<file path="config.mk">
export PLATFORM = sky130hd
export DESIGN_NAME = seg7_scan_driver
export DESIGN_NICKNAME = d
export VERILOG_FILES = /design/src/rtl/seg7_pkg.sv /design/src/rtl/seg7_decode.sv /design/src/rtl/seg7_scan_driver.sv
export SDC_FILE = /design/constraint.sdc
export NUM_CORES = 1
export LEC_CHECK = 0
export CAP_MARGIN = 15
export CORE_MARGIN = 3
export CORE_UTILIZATION = 55
export CTS_CLUSTER_DIAMETER = 80
export DETAILED_ROUTE_END_ITERATION = 12
export DONT_BUFFER_PORTS = 1
export MAX_ROUTING_LAYER = met4
export PLACE_DENSITY = 0.71
export SLEW_MARGIN = 10
export SYNTH_ARGS = -nofsm -noshare
export SYNTH_HDL_FRONTEND = slang
export SYNTH_HIERARCHICAL = 1
export SYNTH_SLANG_ARGS = --single-unit
</file>
<file path="constraint.sdc">
create_clock -name clk -period 2.24 [get_ports clk]
set_input_delay 0.336 -clock clk [delete_from_list [all_inputs] [get_ports clk]]
set_output_delay 0.336 -clock clk [all_outputs]
set_load 0.01 [all_outputs]
</file>
<file path="src/rtl/seg7_pkg.sv">
// Shared segment constants for the multiplexed 7-segment driver.
// Segment order is {g,f,e,d,c,b,a}, active-low.
package seg7_pkg;

    localparam int unsigned NIB_W = 4;
    localparam int unsigned SEG_W = 7;

    localparam logic [SEG_W-1:0] SEG_BLANK = 7'h7F;

    localparam logic [SEG_W-1:0] SEG_0 = 7'h40;
    localparam logic [SEG_W-1:0] SEG_1 = 7'h79;
    localparam logic [SEG_W-1:0] SEG_2 = 7'h24;
    localparam logic [SEG_W-1:0] SEG_3 = 7'h30;
    localparam logic [SEG_W-1:0] SEG_4 = 7'h19;
    localparam logic [SEG_W-1:0] SEG_5 = 7'h12;
    localparam logic [SEG_W-1:0] SEG_6 = 7'h02;
    localparam logic [SEG_W-1:0] SEG_7 = 7'h78;
    localparam logic [SEG_W-1:0] SEG_8 = 7'h00;
    localparam logic [SEG_W-1:0] SEG_9 = 7'h18;
    localparam logic [SEG_W-1:0] SEG_A = 7'h08;
    localparam logic [SEG_W-1:0] SEG_B = 7'h03;
    localparam logic [SEG_W-1:0] SEG_C = 7'h46;
    localparam logic [SEG_W-1:0] SEG_D = 7'h21;
    localparam logic [SEG_W-1:0] SEG_E = 7'h06;
    localparam logic [SEG_W-1:0] SEG_F = 7'h0E;

endpackage

</file>
<file path="src/rtl/seg7_decode.sv">
// Combinational nibble-to-segment decode.
// Define SEG7_HEX_EN to show A..F for nibbles 10..15; otherwise they blank.
module seg7_decode
    import seg7_pkg::*;
(
    input  logic [NIB_W-1:0] nib,
    output logic [SEG_W-1:0] seg_c
);

    always_comb begin
        seg_c = SEG_BLANK;
        case (nib)
            4'd0:  seg_c = SEG_0;
            4'd1:  seg_c = SEG_1;
            4'd2:  seg_c = SEG_2;
            4'd3:  seg_c = SEG_3;
            4'd4:  seg_c = SEG_4;
            4'd5:  seg_c = SEG_5;
            4'd6:  seg_c = SEG_6;
            4'd7:  seg_c = SEG_7;
            4'd8:  seg_c = SEG_8;
            4'd9:  seg_c = SEG_9;
`ifdef SEG7_HEX_EN
            4'd10: seg_c = SEG_A;
            4'd11: seg_c = SEG_B;
            4'd12: seg_c = SEG_C;
            4'd13: seg_c = SEG_D;
            4'd14: seg_c = SEG_E;
            4'd15: seg_c = SEG_F;
`else
            4'd10, 4'd11, 4'd12, 4'd13, 4'd14, 4'd15: seg_c = SEG_BLANK;
`endif
            default: seg_c = SEG_BLANK;
        endcase
    end

endmodule

</file>
<file path="src/rtl/seg7_scan_driver.sv">
// Time-multiplexed DIGITS-digit 7-segment driver with frame-synchronous update,
// ghost guard, leading-zero blanking and decimal points. Hex digits need SEG7_HEX_EN.
module seg7_scan_driver
    import seg7_pkg::*;
#(
    parameter int unsigned DIGITS = 4,
    parameter int unsigned DIV    = 1000
) (
    input  logic                    clk,
    input  logic                    rst_n,
    input  logic                    i_ena,
    input  logic                    i_load,
    input  logic [NIB_W*DIGITS-1:0] i_value,
    input  logic [DIGITS-1:0]       i_dp,
    input  logic                    i_lzb,
    output logic [SEG_W-1:0]        o_seg,
    output logic                    o_dp,
    output logic [DIGITS-1:0]       o_an,
    output logic                    o_frame
);

    localparam int unsigned VAL_W  = NIB_W * DIGITS;
    localparam int unsigned PCNT_W = $clog2(DIV);
    localparam int unsigned IDX_W  = (DIGITS > 1) ? $clog2(DIGITS) : 1;

    logic [PCNT_W-1:0] pcnt;
    logic [IDX_W-1:0]  idx;
    logic [VAL_W-1:0]  shadow_value;
    logic [DIGITS-1:0] shadow_dp;
    logic [VAL_W-1:0]  active_value;
    logic [DIGITS-1:0] active_dp;
    logic              pending;

    logic              tick_c;
    logic              wrap_c;
    logic [VAL_W-1:0]  upper_c;
    logic [NIB_W-1:0]  cur_nib_c;
    logic              lz_blank_c;
    logic              cur_dp_c;
    logic [SEG_W-1:0]  dec_seg_c;
    logic [DIGITS-1:0] an_lit_c;

    assign tick_c = (pcnt == PCNT_W'(DIV - 1));
    assign wrap_c = tick_c && (idx == IDX_W'(DIGITS - 1));

    // Prescaler and digit index
    always_ff @(posedge clk or negedge rst_n) begin
        if (!rst_n) begin
            pcnt <= '0;
            idx  <= '0;
        end else if (tick_c) begin
            pcnt <= '0;
            idx  <= wrap_c ? '0 : idx + IDX_W'(1);
        end else begin
            pcnt <= pcnt + PCNT_W'(1);
        end
    end

    // Shadow captures loads; active only changes on a frame wrap so a frame never tears
    always_ff @(posedge clk or negedge rst_n) begin
        if (!rst_n) begin
            shadow_value <= '0;
            shadow_dp    <= '0;
            active_value <= '0;
            active_dp    <= '0;
            pending      <= 1'b0;
        end else begin
            if (wrap_c && pending) begin
                active_value <= shadow_value;
                active_dp    <= shadow_dp;
            end
            if (i_load) begin
                shadow_value <= i_value;
                shadow_dp    <= i_dp;
                pending      <= 1'b1;
            end else if (wrap_c) begin
                pending      <= 1'b0;
            end
        end
    end

    // Current digit is blank under LZB when it and every digit above it are zero
    assign upper_c    = active_value >> (NIB_W * 32'(idx));
    assign cur_nib_c  = NIB_W'(upper_c);
    assign lz_blank_c = i_lzb && (idx != '0) && (upper_c == '0);
    assign cur_dp_c   = active_dp[idx];
    assign an_lit_c   = ~(DIGITS'(1) << idx);

    seg7_decode u_decode (
        .nib   (cur_nib_c),
        .seg_c (dec_seg_c)
    );

    // Registered outputs
    always_ff @(posedge clk or negedge rst_n) begin
        if (!rst_n) begin
            o_seg   <= SEG_BLANK;
            o_dp    <= 1'b1;
            o_an    <= '1;
            o_frame <= 1'b0;
        end else begin
            o_frame <= wrap_c;
            if (!i_ena) begin
                o_seg <= SEG_BLANK;
                o_dp  <= 1'b1;
                o_an  <= '1;
            end else begin
                o_seg <= lz_blank_c ? SEG_BLANK : dec_seg_c;
                o_dp  <= ~cur_dp_c;
                o_an  <= (pcnt == '0) ? '1 : an_lit_c;
            end
        end
    end

endmodule

</file>
==> report_table.html, run 1 <==
<table>
<tr><th>Metric</th><th>Value</th></tr>
<tr><th colspan="2">Run status</th></tr>
<tr><td>Outcome</td><td>finished, final reports clean</td></tr>
<tr><th colspan="2">Placed design</th></tr>
<tr><td>Placer congestion estimate</td><td>about 0.82</td></tr>
<tr><td>Detailed Place HPWL</td><td>between 3000 and 4000 um</td></tr>
<tr><td>Port bufs</td><td>0</td></tr>
<tr><td>Number of placed cells counting well taps</td><td>around 300</td></tr>
<tr><th colspan="2">Worst setup path</th></tr>
<tr><td>Worst Setup End Kind</td><td>register</td></tr>
<tr><td>Count of cells along the worst register-to-register path</td><td>6</td></tr>
<tr><td>Crit-path slowest cell</td><td>dfrtp_1</td></tr>
<tr><td>Timing startpoint of the critical path</td><td>pcnt[0]$_DFF_PN0_</td></tr>
<tr><td>Number of cells on the critical path</td><td>6</td></tr>
<tr><td>Setup crit start kind</td><td>register</td></tr>
<tr><td>Worst R2R End</td><td>active_dp[1]$_DFFE_PN0P_</td></tr>
<tr><td>Critical path class</td><td>register to register</td></tr>
<tr><td>Kind of cell adding the most delay to the critical path</td><td>simple AND/OR/NAND/NOR gates</td></tr>
<tr><td>Startpoint of the worst-slack reg-to-reg timing path</td><td>pcnt[0]$_DFF_PN0_</td></tr>
<tr><td>Critical path endpoint</td><td>active_dp[1]$_DFFE_PN0P_</td></tr>
<tr><td>Ordered list of cells on the worst path</td><td>ha_1, nand2_1, nor4_1, and3_1, buf_12, mux2_2</td></tr>
<tr><td>Worst Path Max Fanout</td><td>20</td></tr>
<tr><td>Register-to-register setup slack</td><td>roughly 230 ps</td></tr>
<tr><td>Buffering stage count on the worst path with inverters included</td><td>1</td></tr>
<tr><td>Worst EP required</td><td>between 2000 and 2500 ps</td></tr>
<tr><td>Delay of the slowest cell on the worst path</td><td>~400 ps</td></tr>
<tr><td>Data arrival time at the worst-slack endpoint</td><td>2240 ps</td></tr>
<tr><th colspan="2">Routing</th></tr>
<tr><td>Drt wl/cell</td><td>15.59 um</td></tr>
<tr><td>DR DRC count</td><td>0</td></tr>
<tr><td>Number of search-and-repair iterations in the first detailed-routing pass</td><td>4</td></tr>
<tr><td>Total number of vias</td><td>between 1500 and 2000</td></tr>
<tr><td>First-iteration detailed-routing DRC count</td><td>93</td></tr>
<tr><td>Routed via count divided by cell count</td><td>~5.7</td></tr>
<tr><td>Number of nets with antenna violations after routing</td><td>0</td></tr>
<tr><td>Sum of routed wire length over all layers</td><td>between 4000 and 5000 um</td></tr>
<tr><th colspan="2">CTS</th></tr>
<tr><td>Clock-pin slew reported for the worst setup and hold paths after clock tree synthesis</td><td>approximately 70 ps</td></tr>
<tr><td>TritonCTS buffer count</td><td>9</td></tr>
<tr><td>H-Tree Depth</td><td>3</td></tr>
<tr><td>TritonCTS clock tree</td><td>built</td></tr>
<tr><td>Buffer depth of the longest clock path</td><td>2</td></tr>
<tr><td>Clk sinks</td><td>between 60 and 70</td></tr>
<tr><td>Clock latency at the later pin of the worst-skew pair</td><td>340 ps</td></tr>
<tr><td>Clock root buffer master</td><td>clkbuf_8</td></tr>
<tr><th colspan="2">Cells and area</th></tr>
<tr><td>Layout cells sized above 1</td><td>~34%</td></tr>
<tr><td>Final cell count without fillers</td><td>312</td></tr>
<tr><td>Net count reported at finish</td><td>approximately 270</td></tr>
<tr><td>Signed area change from the synthesized netlist to the final layout</td><td>11.62%</td></tr>
<tr><td>Ant. Diodes</td><td>0</td></tr>
<tr><td>Fill count</td><td>about 380</td></tr>
<tr><th colspan="2">Synthesis</th></tr>
<tr><td>Net count of the mapped netlist</td><td>between 200 and 300</td></tr>
<tr><td>Sequential-to-total area share from yosys stat</td><td>around 56%</td></tr>
<tr><td>Mapped cell area</td><td>between 2000 and 3000 um2</td></tr>
<tr><td>Top cell type's share of synthesized area</td><td>between 40% and 50%</td></tr>
<tr><td>Share of synthesized registers carrying an async set or reset</td><td>100.0%</td></tr>
<tr><td>Synthesized area per cell</td><td>between 10 and 15 um2</td></tr>
<tr><td>Biggest area contributors in the synthesized netlist</td><td>dfrtp_1, mux2_2, dfstp_2</td></tr>
<tr><td>Syn Inst Count</td><td>around 230</td></tr>
<tr><td>Number of flops mapped to enable cells by yosys</td><td>0</td></tr>
<tr><td>Synth Register Bits</td><td>66</td></tr>
<tr><td>Number of warnings reported in the yosys synthesis log</td><td>6</td></tr>
<tr><td>Count of different cell masters after synthesis</td><td>38</td></tr>
<tr><td>Library cell occupying the most area in the post-synthesis netlist</td><td>dfrtp_1</td></tr>
<tr><td>Cell with the most instances after synthesis</td><td>dfrtp_1</td></tr>
<tr><td>List of most frequent post-synthesis cells</td><td>dfrtp_1, mux2_2, nand2_1, dfstp_2, nor2_1</td></tr>
<tr><td>Top_reg_cell synth</td><td>dfrtp_1</td></tr>
<tr><th colspan="2">Power and ir drop</th></tr>
<tr><td>Part of the total power dissipated in sequential elements</td><td>51.1%</td></tr>
<tr><td>Combinational group share of total power</td><td>3.0%</td></tr>
<tr><td>Cell Int Power</td><td>between 0.0015 and 0.002 W</td></tr>
<tr><td>Worst ir drop on vdd</td><td>around 0.48 mV</td></tr>
<tr><td>Net switching component of the power</td><td>slightly above 0.0005 W</td></tr>
<tr><td>Clock network power share</td><td>45.9%</td></tr>
<tr><td>Power density over the cells</td><td>745.1 nW/um2</td></tr>
<tr><td>Leakage power summed over all cells</td><td>between 1 and 1.5 nW</td></tr>
<tr><td>Switching power share of the total</td><td>20.34%</td></tr>
<tr><th colspan="2">Global route</th></tr>
<tr><td>Global Route Usage Sum</td><td>a little under a fifth</td></tr>
<tr><td>Number of global-route vias before repair</td><td>roughly 1800</td></tr>
<tr><td>Initial antenna violation count</td><td>0</td></tr>
<tr><td>Maximum number of pins on one net before global-route repair</td><td>67</td></tr>
<tr><td>Wire length of the first global-routing pass</td><td>approximately 8500 um</td></tr>
<tr><td>Remaining global-route overflow</td><td>0</td></tr>
<tr><th colspan="2">Die</th></tr>
<tr><td>Area enclosed by the die boundary</td><td>approximately 6300 um2</td></tr>
<tr><td>Starting density of the core</td><td>57.47%</td></tr>
<tr><td>Count of boundary I/O pins</td><td>38</td></tr>
<tr><td>Core Area</td><td>5172 um2</td></tr>
<tr><td>Std cell rows</td><td>26</td></tr>
<tr><td>Floorplan die width</td><td>79.52 um</td></tr>
<tr><td>DIE HEIGHT</td><td>a little under 80 um</td></tr>
<tr><th colspan="2">Timing</th></tr>
<tr><td>Max Clk Rate</td><td>just under 0.5 GHz</td></tr>
<tr><td>Number of failing setup endpoints in the final timing report</td><td>0</td></tr>
<tr><td>Unrepaired setup endpoints after global routing</td><td>no</td></tr>
<tr><td>Max Clock Skew</td><td>roughly 8.3 ps</td></tr>
<tr><td>Sum of negative setup slack</td><td>0 ps</td></tr>
<tr><td>Share of the clock period used by the worst path</td><td>between 80% and 90%</td></tr>
<tr><td>Number of hold violations in the final report</td><td>0</td></tr>
<tr><td>Minimum period implied by the final worst setup slack</td><td>about 2000 ps</td></tr>
<tr><td>Transition at the pin with the smallest max-transition slack</td><td>around 340 ps</td></tr>
<tr><td>Relative slew slack</td><td>76.97%</td></tr>
<tr><td>Pins Over Slew Limit</td><td>0</td></tr>
<tr><th colspan="2">Run</th></tr>
<tr><td>MaxCap Viol Count</td><td>0</td></tr>
<tr><th colspan="2">Worst hold path</th></tr>
<tr><td>Hold WC Path Type</td><td>input port to register</td></tr>
</table>
-- metal layers --
| layer | global-route usage (%) | wire length, um | up-vias |
|---|---|---|---|
| li1 | - | - | 832 |
| met1 | 24.45 | 2268 | 886 |
| met2 | 25.13 | 2235 | 54 |
| met3 | 5.756 | 254 | 11 |
| met4 | 9.278 | 104 | 0 |
| met5 | - | 0 | - |
-- state kept, by name (all words and copies together), names as in the netlist --
signal	count
active_dp	4
active_value	16
shadow_value	16
o_dp	1
o_an	4
o_seg	7
pcnt	10
shadow_dp	4
pending	1
o_frame	1
idx	2
-- stage by stage --
stage	area [um2]	setup slack [ps]	total power, W	util (%)	hold slack, ps
CTS	3318	219.2	0.002498	64.15	21.72
global route	3318	86.00	0.002563	64.15	24.52
floorplan	2973	338.2	0.001328	-	40.41
finish	3318	228.1	0.002472	64.15	36.04
detailed placement	3052	244.6	0.001334	59.00	42.06
global placement	3052	292.6	0.001331	59.00	41.98
-- area by class of cell --
class                      count  area, um2  area share (%)
clock buffer                  12      155.1           4.676
clock inverter                 4      73.82           2.225
inverter                      11      41.29           1.244
multi-input combinational    143       1214           36.58
sequential                    66       1667           50.23
tap                           70      87.58           2.640
timing repair buffer           6      80.08           2.413
-- worst min path at each step --
stage                      from                  endpoint  depth (start not counted)
after floorplan           rst_n  active_dp[0]$_DFFE_PN0P_                          0
final                     i_ena            o_dp$_DFF_PN1_                          1
after global placement    rst_n         pcnt[5]$_DFF_PN0_                          0
after global routing      i_ena            o_dp$_DFF_PN1_                          1
after CTS                 i_ena            o_dp$_DFF_PN1_                          1
after detailed placement  rst_n         pcnt[8]$_DFF_PN0_                          0
-- cell usage in the layout (no fill, tap or decap), drive strengths merged, types with 2 or more instances in the layout --
cell and n:
inv 11, a21oi 7, dfrtp 54, o41ai 2, a21boi 2, xor2 2
mux2 40, nor2 12, or2 2, or3 2, buf 5, nand3b 7
dfstp 12, clkbuf 12, nand2 15, bufinv 2, ha 11, nor4 5
clkinv 2, xnor2 3, mux4 5, nor3 2, nand3 5, nand2b 3
o211ai 2, o21ai 8
-- worst register-to-register path, delay by kind of cell (launching register included) --
| family | cells | cell delay (ps) |
|---|---|---|
| AND/OR/NAND/NOR | 3 | 750 |
| adder cells (fa/ha/maj) | 1 | 230 |
| flip-flops | 1 | 400 |
| multiplexers | 1 | 350 |
| buffers and inverters | 1 | 180 |
-- cells by family after synthesis --
group | after synthesis | synth area share (%)
xor+xnor | 5 | 1.473
mux | 45 | 18.94
buf+inv | 20 | 3.115
simple gates | 56 | 9.975
fa+ha+maj | 11 | 4.630
flops | 66 | 56.06
compound gates | 26 | 5.808
-- power groups by stage --
| stage | Clock [W] | Combinational (W) | Sequential, W |
|---|---|---|---|
| 3_5_place_dp | 0 | 0.0000465 | 0.00129 |
| 6_report | 0.00113 | 0.0000740 | 0.00126 |
| 3_3_place_gp | 0 | 0.0000444 | 0.00129 |
| 2_1_floorplan | 0 | 0.0000500 | 0.00128 |
| 5_1_grt | 0.00121 | 0.0000838 | 0.00127 |
| 4_1_cts | 0.00116 | 0.0000772 | 0.00126 |
-- what timing repair did --
action / in CTS / in global routing
setup buffers: 0 / 0
hold buffers: 2 / 0
hold endpoints to repair: 66 / 0
resized for setup: 0 / 0
(Power assumes the default switching activity.)
==> run 2: changes to the inputs <==
Settings changed: CTS_CLUSTER_DIAMETER 80 to 150, SETUP_SLACK_MARGIN set to 0.4.
==> report_table.html, run 2 (same netlist as run 1, synthesis figures left out) <==
<table>
<tr><th>Metric</th><th>Value</th></tr>
<tr><th colspan="2">Timing</th></tr>
<tr><td>Max Clk Rate</td><td>~0.53 GHz</td></tr>
<tr><td>Sum of negative setup slack</td><td>0 ps</td></tr>
<tr><td>Minimum period implied by the final worst setup slack</td><td>1890 ps</td></tr>
<tr><td>Transition at the pin with the smallest max-transition slack</td><td>around 330 ps</td></tr>
<tr><td>Number of failing setup endpoints in the final timing report</td><td>0</td></tr>
<tr><td>Max Clock Skew</td><td>7.056 ps</td></tr>
<tr><td>Relative slew slack</td><td>between 70% and 80%</td></tr>
<tr><td>Unrepaired setup endpoints after global routing</td><td>yes</td></tr>
<tr><td>Worst hold slack across all endpoints</td><td>-318.8 ps</td></tr>
<tr><td>Share of the clock period used by the worst path</td><td>a little over four fifths</td></tr>
<tr><td>Number of hold violations in the final report</td><td>66</td></tr>
<tr><td>Pins Over Slew Limit</td><td>0</td></tr>
<tr><th colspan="2">CTS</th></tr>
<tr><td>Buffer depth of the longest clock path</td><td>2</td></tr>
<tr><td>H-Tree Depth</td><td>3</td></tr>
<tr><td>Clk sinks</td><td>66</td></tr>
<tr><td>Clock latency at the later pin of the worst-skew pair</td><td>340 ps</td></tr>
<tr><td>TritonCTS clock tree</td><td>built</td></tr>
<tr><td>Clock root buffer master</td><td>clkbuf_8</td></tr>
<tr><td>Clock-pin slew reported for the worst setup and hold paths after clock tree synthesis</td><td>about 70 ps</td></tr>
<tr><td>TritonCTS buffer count</td><td>9</td></tr>
<tr><th colspan="2">Power and ir drop</th></tr>
<tr><td>Worst ir drop on vdd</td><td>0.6420 mV</td></tr>
<tr><td>Power density over the cells</td><td>slightly above 700 nW/um2</td></tr>
<tr><td>Leakage power summed over all cells</td><td>about 1.5 nW</td></tr>
<tr><td>Final Power</td><td>0.002511 W</td></tr>
<tr><th colspan="2">Routing</th></tr>
<tr><td>First-iteration detailed-routing DRC count</td><td>110</td></tr>
<tr><td>Total number of vias</td><td>~1900</td></tr>
<tr><td>Routed via count divided by cell count</td><td>~5.8</td></tr>
<tr><td>DR DRC count</td><td>0</td></tr>
<tr><td>Drt wl/cell</td><td>~18 um</td></tr>
<tr><td>Number of search-and-repair iterations in the first detailed-routing pass</td><td>4</td></tr>
<tr><td>Sum of routed wire length over all layers</td><td>a little under 6000 um</td></tr>
<tr><td>Number of nets with antenna violations after routing</td><td>0</td></tr>
<tr><th colspan="2">Cells and area</th></tr>
<tr><td>Regs by FF count</td><td>active_value x16, shadow_value x16, pcnt x10</td></tr>
<tr><td>Highest-count cells in the layout ignoring fill and taps</td><td>dfrtp_1, mux2_2, mux2_4</td></tr>
<tr><td>Most common library cell in the layout ignoring fill and taps</td><td>dfrtp_1</td></tr>
<tr><td>Signed area change from the synthesized netlist to the final layout</td><td>19.28%</td></tr>
<tr><td>Net count reported at finish</td><td>approximately 280</td></tr>
<tr><td>Layout Cell Area excl Fill</td><td>about 3500 um2</td></tr>
<tr><td>Fill count</td><td>between 300 and 400</td></tr>
<tr><td>Ant. Diodes</td><td>0</td></tr>
<tr><td>Fraction of the core area covered by cells at the end of the flow</td><td>68.55%</td></tr>
<tr><td>Final cell count without fillers</td><td>approximately 320</td></tr>
<tr><td>Layout cells sized above 1</td><td>40.87%</td></tr>
<tr><th colspan="2">Worst setup path</th></tr>
<tr><td>Data arrival time at the worst-slack endpoint</td><td>between 2000 and 2500 ps</td></tr>
<tr><td>Timing startpoint of the critical path</td><td>pcnt[8]$_DFF_PN0_</td></tr>
<tr><td>Delay of the slowest cell on the worst path</td><td>approximately 420 ps</td></tr>
<tr><td>Worst Path Max Fanout</td><td>5</td></tr>
<tr><td>Ordered list of cells on the worst path</td><td>nand4_1, nor4_4, and3_4, clkbuf_16, mux2_2</td></tr>
<tr><td>Crit-path slowest cell</td><td>dfrtp_1</td></tr>
<tr><td>Critical path class</td><td>register to register</td></tr>
<tr><td>Worst Setup End Kind</td><td>register</td></tr>
<tr><td>Critical path endpoint</td><td>active_value[12]$_DFFE_PN0P_</td></tr>
<tr><td>Count of cells along the worst register-to-register path</td><td>5</td></tr>
<tr><td>Worst R2R End</td><td>active_value[12]$_DFFE_PN0P_</td></tr>
<tr><td>Setup crit start kind</td><td>register</td></tr>
<tr><td>Register-to-register setup slack</td><td>~350 ps</td></tr>
<tr><td>Startpoint of the worst-slack reg-to-reg timing path</td><td>pcnt[8]$_DFF_PN0_</td></tr>
<tr><td>Worst EP required</td><td>2470 ps</td></tr>
<tr><th colspan="2">Run status</th></tr>
<tr><td>Outcome</td><td>finished, violations left</td></tr>
<tr><td>Violated checks</td><td>negative hold slack</td></tr>
<tr><th colspan="2">Placed design</th></tr>
<tr><td>Detailed Place HPWL</td><td>3388 um</td></tr>
<tr><td>Port bufs</td><td>0</td></tr>
<tr><td>Placer congestion estimate</td><td>~0.84</td></tr>
<tr><td>Number of placed cells counting well taps</td><td>between 200 and 300</td></tr>
<tr><td>Placed cell areas</td><td>between 3000 and 4000 um2</td></tr>
<tr><th colspan="2">Die</th></tr>
<tr><td>Count of boundary I/O pins</td><td>38</td></tr>
<tr><td>Area enclosed by the die boundary</td><td>6323 um2</td></tr>
<tr><td>Floorplan die width</td><td>about 80 um</td></tr>
<tr><td>Starting density of the core</td><td>a little under three fifths</td></tr>
<tr><td>Std cell rows</td><td>26</td></tr>
<tr><td>DIE HEIGHT</td><td>~80 um</td></tr>
<tr><td>Core Area</td><td>about 5200 um2</td></tr>
<tr><th colspan="2">Run</th></tr>
<tr><td>MaxCap Viol Count</td><td>0</td></tr>
<tr><th colspan="2">Global route</th></tr>
<tr><td>Number of global-route vias before repair</td><td>about 1800</td></tr>
<tr><td>Maximum number of pins on one net before global-route repair</td><td>67</td></tr>
<tr><td>Global Route Usage Sum</td><td>18.84%</td></tr>
<tr><td>Remaining global-route overflow</td><td>0</td></tr>
<tr><td>Initial antenna violation count</td><td>0</td></tr>
<tr><td>Wire length of the first global-routing pass</td><td>~8700 um</td></tr>
<tr><th colspan="2">Worst hold path</th></tr>
<tr><td>Hold WC Path Type</td><td>input port to asynchronous set/reset pin</td></tr>
</table>
-- run 2: cell types whose count changed in the layout (fill, tap and decap cells not counted), sizes merged --
cell         change
clkinv           -1
bufinv           +1
clkbuf           -1
dlygate4sd3      -1
buf              +8
mux4             +1
clkinvlp         +3
-- run 2: area by class of cell --
class | instances | area, um2 | share of cell area (%)
sequential | 66 | 1670 | 47.11
tap | 70 | 87.58 | 2.470
inverter | 11 | 41.29 | 1.164
timing repair buffer | 15 | 167.7 | 4.728
clock buffer | 9 | 123.9 | 3.493
clock inverter | 7 | 117.6 | 3.317
multi-input combinational | 144 | 1338 | 37.72
-- run 2: how the worst min path moves through the flow --
stage / startpoint / end / slack, ps / cells after the start
floorplan: rst_n / active_dp[0]$_DFFE_PN0P_ / 40 / 0
global placement: rst_n / pcnt[5]$_DFF_PN0_ / 40 / 0
detailed placement: rst_n / pcnt[5]$_DFF_PN0_ / 40 / 0
CTS: rst_n / pcnt[5]$_DFF_PN0_ / -330 / 0
global route: rst_n / pcnt[8]$_DFF_PN0_ / -330 / 0
finish: rst_n / pcnt[9]$_DFF_PN0_ / -320 / 0
-- run 2: repair_timing --
item                                    in CTS  in global routing
buffers inserted                             2                  6
gates resized for setup                      3                 28
pin swaps                                    7                  7
endpoints found under the setup margin      27                 27
endpoints found under the hold margin       66                 66
gates cloned                                 0                  4
-- run 2: layer usage --
metal / GRT usage, % / share of wire, % / up-vias
met5: - / 0 / -
met2: 29.05 / 50 / 51
li1: - / - / 849
met1: 22.92 / 43 / 939
met4: 11.17 / 2.7 / 0
met3: 3.950 / 4.2 / 16
-- run 2: power by group --
group          internal [W]  leakage (nW)  switching (W)  total (W)
combinational     0.0000361         0.621      0.0000101  0.0000463
sequential          0.00124         0.812      0.0000258    0.00127
clock              0.000736         0.111       0.000463    0.00120
-- run 2: critical path, delay by kind of cell, from the launching register on --
family,cells,cell delay [ps]
and+or+nand+nor,3,860
DFF,1,420
muxes,1,320
buffers and inverters,1,170
-- run 2: stage by stage --
stage          worst slack [ps]  hold slack (ps)
2_1_floorplan             395.6            40.41
3_5_place_dp              318.2            42.11
6_report                  350.2           -318.8
4_1_cts                   333.3           -328.8
5_1_grt                   263.7           -334.5
3_3_place_gp              327.3            42.11
==> run 3: changes to the inputs <==
Clock period 2.24 ns to 1.8 ns, I/O delays scaled along.
==> report_table.html, run 3 (same netlist as run 1, synthesis figures left out) <==
<table>
<tr><th>Metric</th><th>Value</th></tr>
<tr><th colspan="2">Die</th></tr>
<tr><td>Core Area</td><td>5172 um2</td></tr>
<tr><td>Count of boundary I/O pins</td><td>38</td></tr>
<tr><td>Area enclosed by the die boundary</td><td>6323 um2</td></tr>
<tr><td>Floorplan die width</td><td>79.52 um</td></tr>
<tr><td>Std cell rows</td><td>26</td></tr>
<tr><td>DIE HEIGHT</td><td>79.52 um</td></tr>
<tr><td>Starting density of the core</td><td>roughly 57%</td></tr>
<tr><th colspan="2">Routing</th></tr>
<tr><td>Sum of routed wire length over all layers</td><td>approximately 6300 um</td></tr>
<tr><td>Routed via count divided by cell count</td><td>about 5.5</td></tr>
<tr><td>Drt wl/cell</td><td>~18 um</td></tr>
<tr><td>Number of search-and-repair iterations in the first detailed-routing pass</td><td>4</td></tr>
<tr><td>Total number of vias</td><td>slightly below 2000</td></tr>
<tr><td>First-iteration detailed-routing DRC count</td><td>between 100 and 150</td></tr>
<tr><td>Number of nets with antenna violations after routing</td><td>0</td></tr>
<tr><td>DR DRC count</td><td>0</td></tr>
<tr><th colspan="2">Cells and area</th></tr>
<tr><td>Regs by FF count</td><td>active_value x16, shadow_value x16, pcnt x10</td></tr>
<tr><td>Ant. Diodes</td><td>0</td></tr>
<tr><td>Highest-count cells in the layout ignoring fill and taps</td><td>dfrtp_1, buf_4, mux2_2, mux2_4</td></tr>
<tr><td>Signed area change from the synthesized netlist to the final layout</td><td>28.16%</td></tr>
<tr><td>Final cell count without fillers</td><td>348</td></tr>
<tr><td>Fill count</td><td>around 320</td></tr>
<tr><td>Layout cells sized above 1</td><td>48.20%</td></tr>
<tr><td>Layout Cell Area excl Fill</td><td>between 3000 and 4000 um2</td></tr>
<tr><td>Most common library cell in the layout ignoring fill and taps</td><td>dfrtp_1</td></tr>
<tr><td>Net count reported at finish</td><td>310</td></tr>
<tr><th colspan="2">Global route</th></tr>
<tr><td>Remaining global-route overflow</td><td>0</td></tr>
<tr><td>Maximum number of pins on one net before global-route repair</td><td>67</td></tr>
<tr><td>Number of global-route vias before repair</td><td>about 2100</td></tr>
<tr><td>Most used routing layer in global routing</td><td>met2</td></tr>
<tr><td>Met3 Resource Use GR</td><td>~5.1%</td></tr>
<tr><td>Met1 Resource Use GR</td><td>26.44%</td></tr>
<tr><td>Global routing usage on met2</td><td>34.31%</td></tr>
<tr><td>Global Route Usage Sum</td><td>a little over a fifth</td></tr>
<tr><td>Initial antenna violation count</td><td>0</td></tr>
<tr><td>Wire length of the first global-routing pass</td><td>approximately 9900 um</td></tr>
<tr><th colspan="2">CTS</th></tr>
<tr><td>Clock root buffer master</td><td>clkbuf_8</td></tr>
<tr><td>TritonCTS clock tree</td><td>built</td></tr>
<tr><td>Clk sinks</td><td>66</td></tr>
<tr><td>Clock latency at the later pin of the worst-skew pair</td><td>roughly 340 ps</td></tr>
<tr><td>TritonCTS buffer count</td><td>9</td></tr>
<tr><td>Buffer depth of the longest clock path</td><td>2</td></tr>
<tr><td>H-Tree Depth</td><td>3</td></tr>
<tr><td>Clock-pin slew reported for the worst setup and hold paths after clock tree synthesis</td><td>70 ps</td></tr>
<tr><th colspan="2">Worst setup path</th></tr>
<tr><td>Timing startpoint of the critical path</td><td>pcnt[1]$_DFF_PN0_</td></tr>
<tr><td>Register-to-register setup slack</td><td>-70 ps</td></tr>
<tr><td>Data arrival time at the worst-slack endpoint</td><td>around 2100 ps</td></tr>
<tr><td>Delay of the slowest cell on the worst path</td><td>roughly 390 ps</td></tr>
<tr><td>Kind of cell adding the most delay to the critical path</td><td>simple AND/OR/NAND/NOR gates</td></tr>
<tr><td>Setup crit start kind</td><td>register</td></tr>
<tr><td>Worst Path Max Fanout</td><td>4</td></tr>
<tr><td>Critical path class</td><td>register to register</td></tr>
<tr><td>Startpoint of the worst-slack reg-to-reg timing path</td><td>pcnt[1]$_DFF_PN0_</td></tr>
<tr><td>Worst Setup End Kind</td><td>register</td></tr>
<tr><td>Crit-path slowest cell</td><td>dfrtp_1</td></tr>
<tr><td>Worst EP required</td><td>2020 ps</td></tr>
<tr><td>Ordered list of cells on the worst path</td><td>ha_4, nand2_4, nor4_4, and3_4, buf_12, clkbuf_16, mux2_4</td></tr>
<tr><td>Buffering stage count on the worst path with inverters included</td><td>2</td></tr>
<tr><th colspan="2">Power and ir drop</th></tr>
<tr><td>Worst ir drop on vdd</td><td>around 0.63 mV</td></tr>
<tr><td>Leakage power summed over all cells</td><td>around 1.7 nW</td></tr>
<tr><td>Power density over the cells</td><td>743.7 nW/um2</td></tr>
<tr><th colspan="2">Placed design</th></tr>
<tr><td>Number of placed cells counting well taps</td><td>approximately 320</td></tr>
<tr><td>Placer congestion estimate</td><td>between 0.8 and 0.9</td></tr>
<tr><td>Placed cell areas</td><td>~3300 um2</td></tr>
<tr><td>Detailed Place HPWL</td><td>between 3000 and 4000 um</td></tr>
<tr><td>Port bufs</td><td>0</td></tr>
<tr><th colspan="2">Timing</th></tr>
<tr><td>Max Clock Skew</td><td>4.991 ps</td></tr>
<tr><td>Pins Over Slew Limit</td><td>0</td></tr>
<tr><td>Relative slew slack</td><td>between 70% and 80%</td></tr>
<tr><td>Number of failing setup endpoints in the final timing report</td><td>27</td></tr>
<tr><td>Worst hold slack across all endpoints</td><td>-380.4 ps</td></tr>
<tr><td>Max Clk Rate</td><td>between 0.5 and 0.6 GHz</td></tr>
<tr><td>Unrepaired setup endpoints after global routing</td><td>yes</td></tr>
<tr><td>Transition at the pin with the smallest max-transition slack</td><td>402.3 ps</td></tr>
<tr><td>Post-route worst setup slack</td><td>-73.63 ps</td></tr>
<tr><td>Number of hold violations in the final report</td><td>66</td></tr>
<tr><td>Minimum period implied by the final worst setup slack</td><td>between 1500 and 2000 ps</td></tr>
<tr><td>Sum of negative setup slack</td><td>-1337 ps</td></tr>
<tr><td>Share of the clock period used by the worst path</td><td>104.1%</td></tr>
<tr><th colspan="2">Worst hold path</th></tr>
<tr><td>Hold WC Path Type</td><td>input port to asynchronous set/reset pin</td></tr>
<tr><th colspan="2">Run</th></tr>
<tr><td>MaxCap Viol Count</td><td>0</td></tr>
<tr><th colspan="2">Run status</th></tr>
<tr><td>Outcome</td><td>finished, violations left</td></tr>
<tr><td>Violated checks</td><td>negative hold slack, negative setup slack</td></tr>
</table>
==> run 3: changes by cell type in the layout (fill, tap and decap cells not counted), sizes merged <==
cell,previous run,this run
buf,13,39
clkbuf,11,14
clkinvlp,3,0
bufinv,3,1
dlygate4sd3,0,2
clkinv,1,2
mux4,6,5
==> run 3: area by class of cell <==
class / count / area, um2 / share of cell area, %
flip-flops and latches: 66 / 1668 / 43.78
multi-input cells: 143 / 1385 / 36.35
repair buffers: 43 / 442.9 / 11.63
clock buffers: 12 / 145.1 / 3.810
well taps: 70 / 87.58 / 2.299
inverters: 11 / 41.29 / 1.084
clock inverters: 3 / 40.04 / 1.051
==> run 3: repair_timing <==
| action | in CTS | in global routing |
|---|---|---|
| pin swaps | 6 | 10 |
| hold endpoints to repair | 73 | 67 |
| endpoints found under the setup margin | 30 | 40 |
| resized for setup | 14 | 18 |
| gates cloned | 1 | 2 |
| hold buffers | 1 | 1 |
| setup buffers | 8 | 2 |
==> run 3: per-stage QoR <==
| step | total power (W) | hold WS [ps] | worst slack [ps] | utilization, % |
|---|---|---|---|---|
| 2_1_floorplan | 0.001656 | -25.59 | -44.39 | - |
| 3_3_place_gp | 0.001658 | -23.59 | -42.72 | 64.08 |
| 3_5_place_dp | 0.001666 | -23.19 | -84.03 | 64.08 |
| 4_1_cts | 0.002859 | -394.9 | -56.88 | 70.95 |
| 5_1_grt | 0.002932 | -396.5 | -142.4 | 73.66 |
| 6_report | 0.002833 | -380.4 | -73.63 | 73.66 |
==> run 3: where the power goes <==
| part | total [W] | leakage [nW] | internal (W) | switching [W] |
|---|---|---|---|---|
| clock network | 0.00119 | 0.0962 | 0.000666 | 0.000524 |
| logic | 0.0000659 | 0.806 | 0.0000485 | 0.0000174 |
| registers | 0.00158 | 0.814 | 0.00154 | 0.0000330 |
| total | 0.00283 | 1.72 | 0.00226 | 0.000575 |
==> run 3: path summary, 6_finish.rpt <==
check	depth (start not counted)	end
setup / recovery	7	active_value[12]$_DFFE_PN0P_
hold / removal	0	active_dp[0]$_DFFE_PN0P_
setup reg to reg	7	active_value[12]$_DFFE_PN0P_
hold reg to reg	1	active_value[2]$_DFFE_PN0P_
max in group asynchronous	0	o_an[3]$_DFF_PN1_
min in group clk	1	pending$_DFFE_PN0P_
==> run 3: routing by layer <==
metal / vias up / part of all wire (%)
met5: - / 0
met1: 962 / 42
met2: 52 / 51
li1: 899 / -
met3: 13 / 4.4
met4: 0 / 2.2
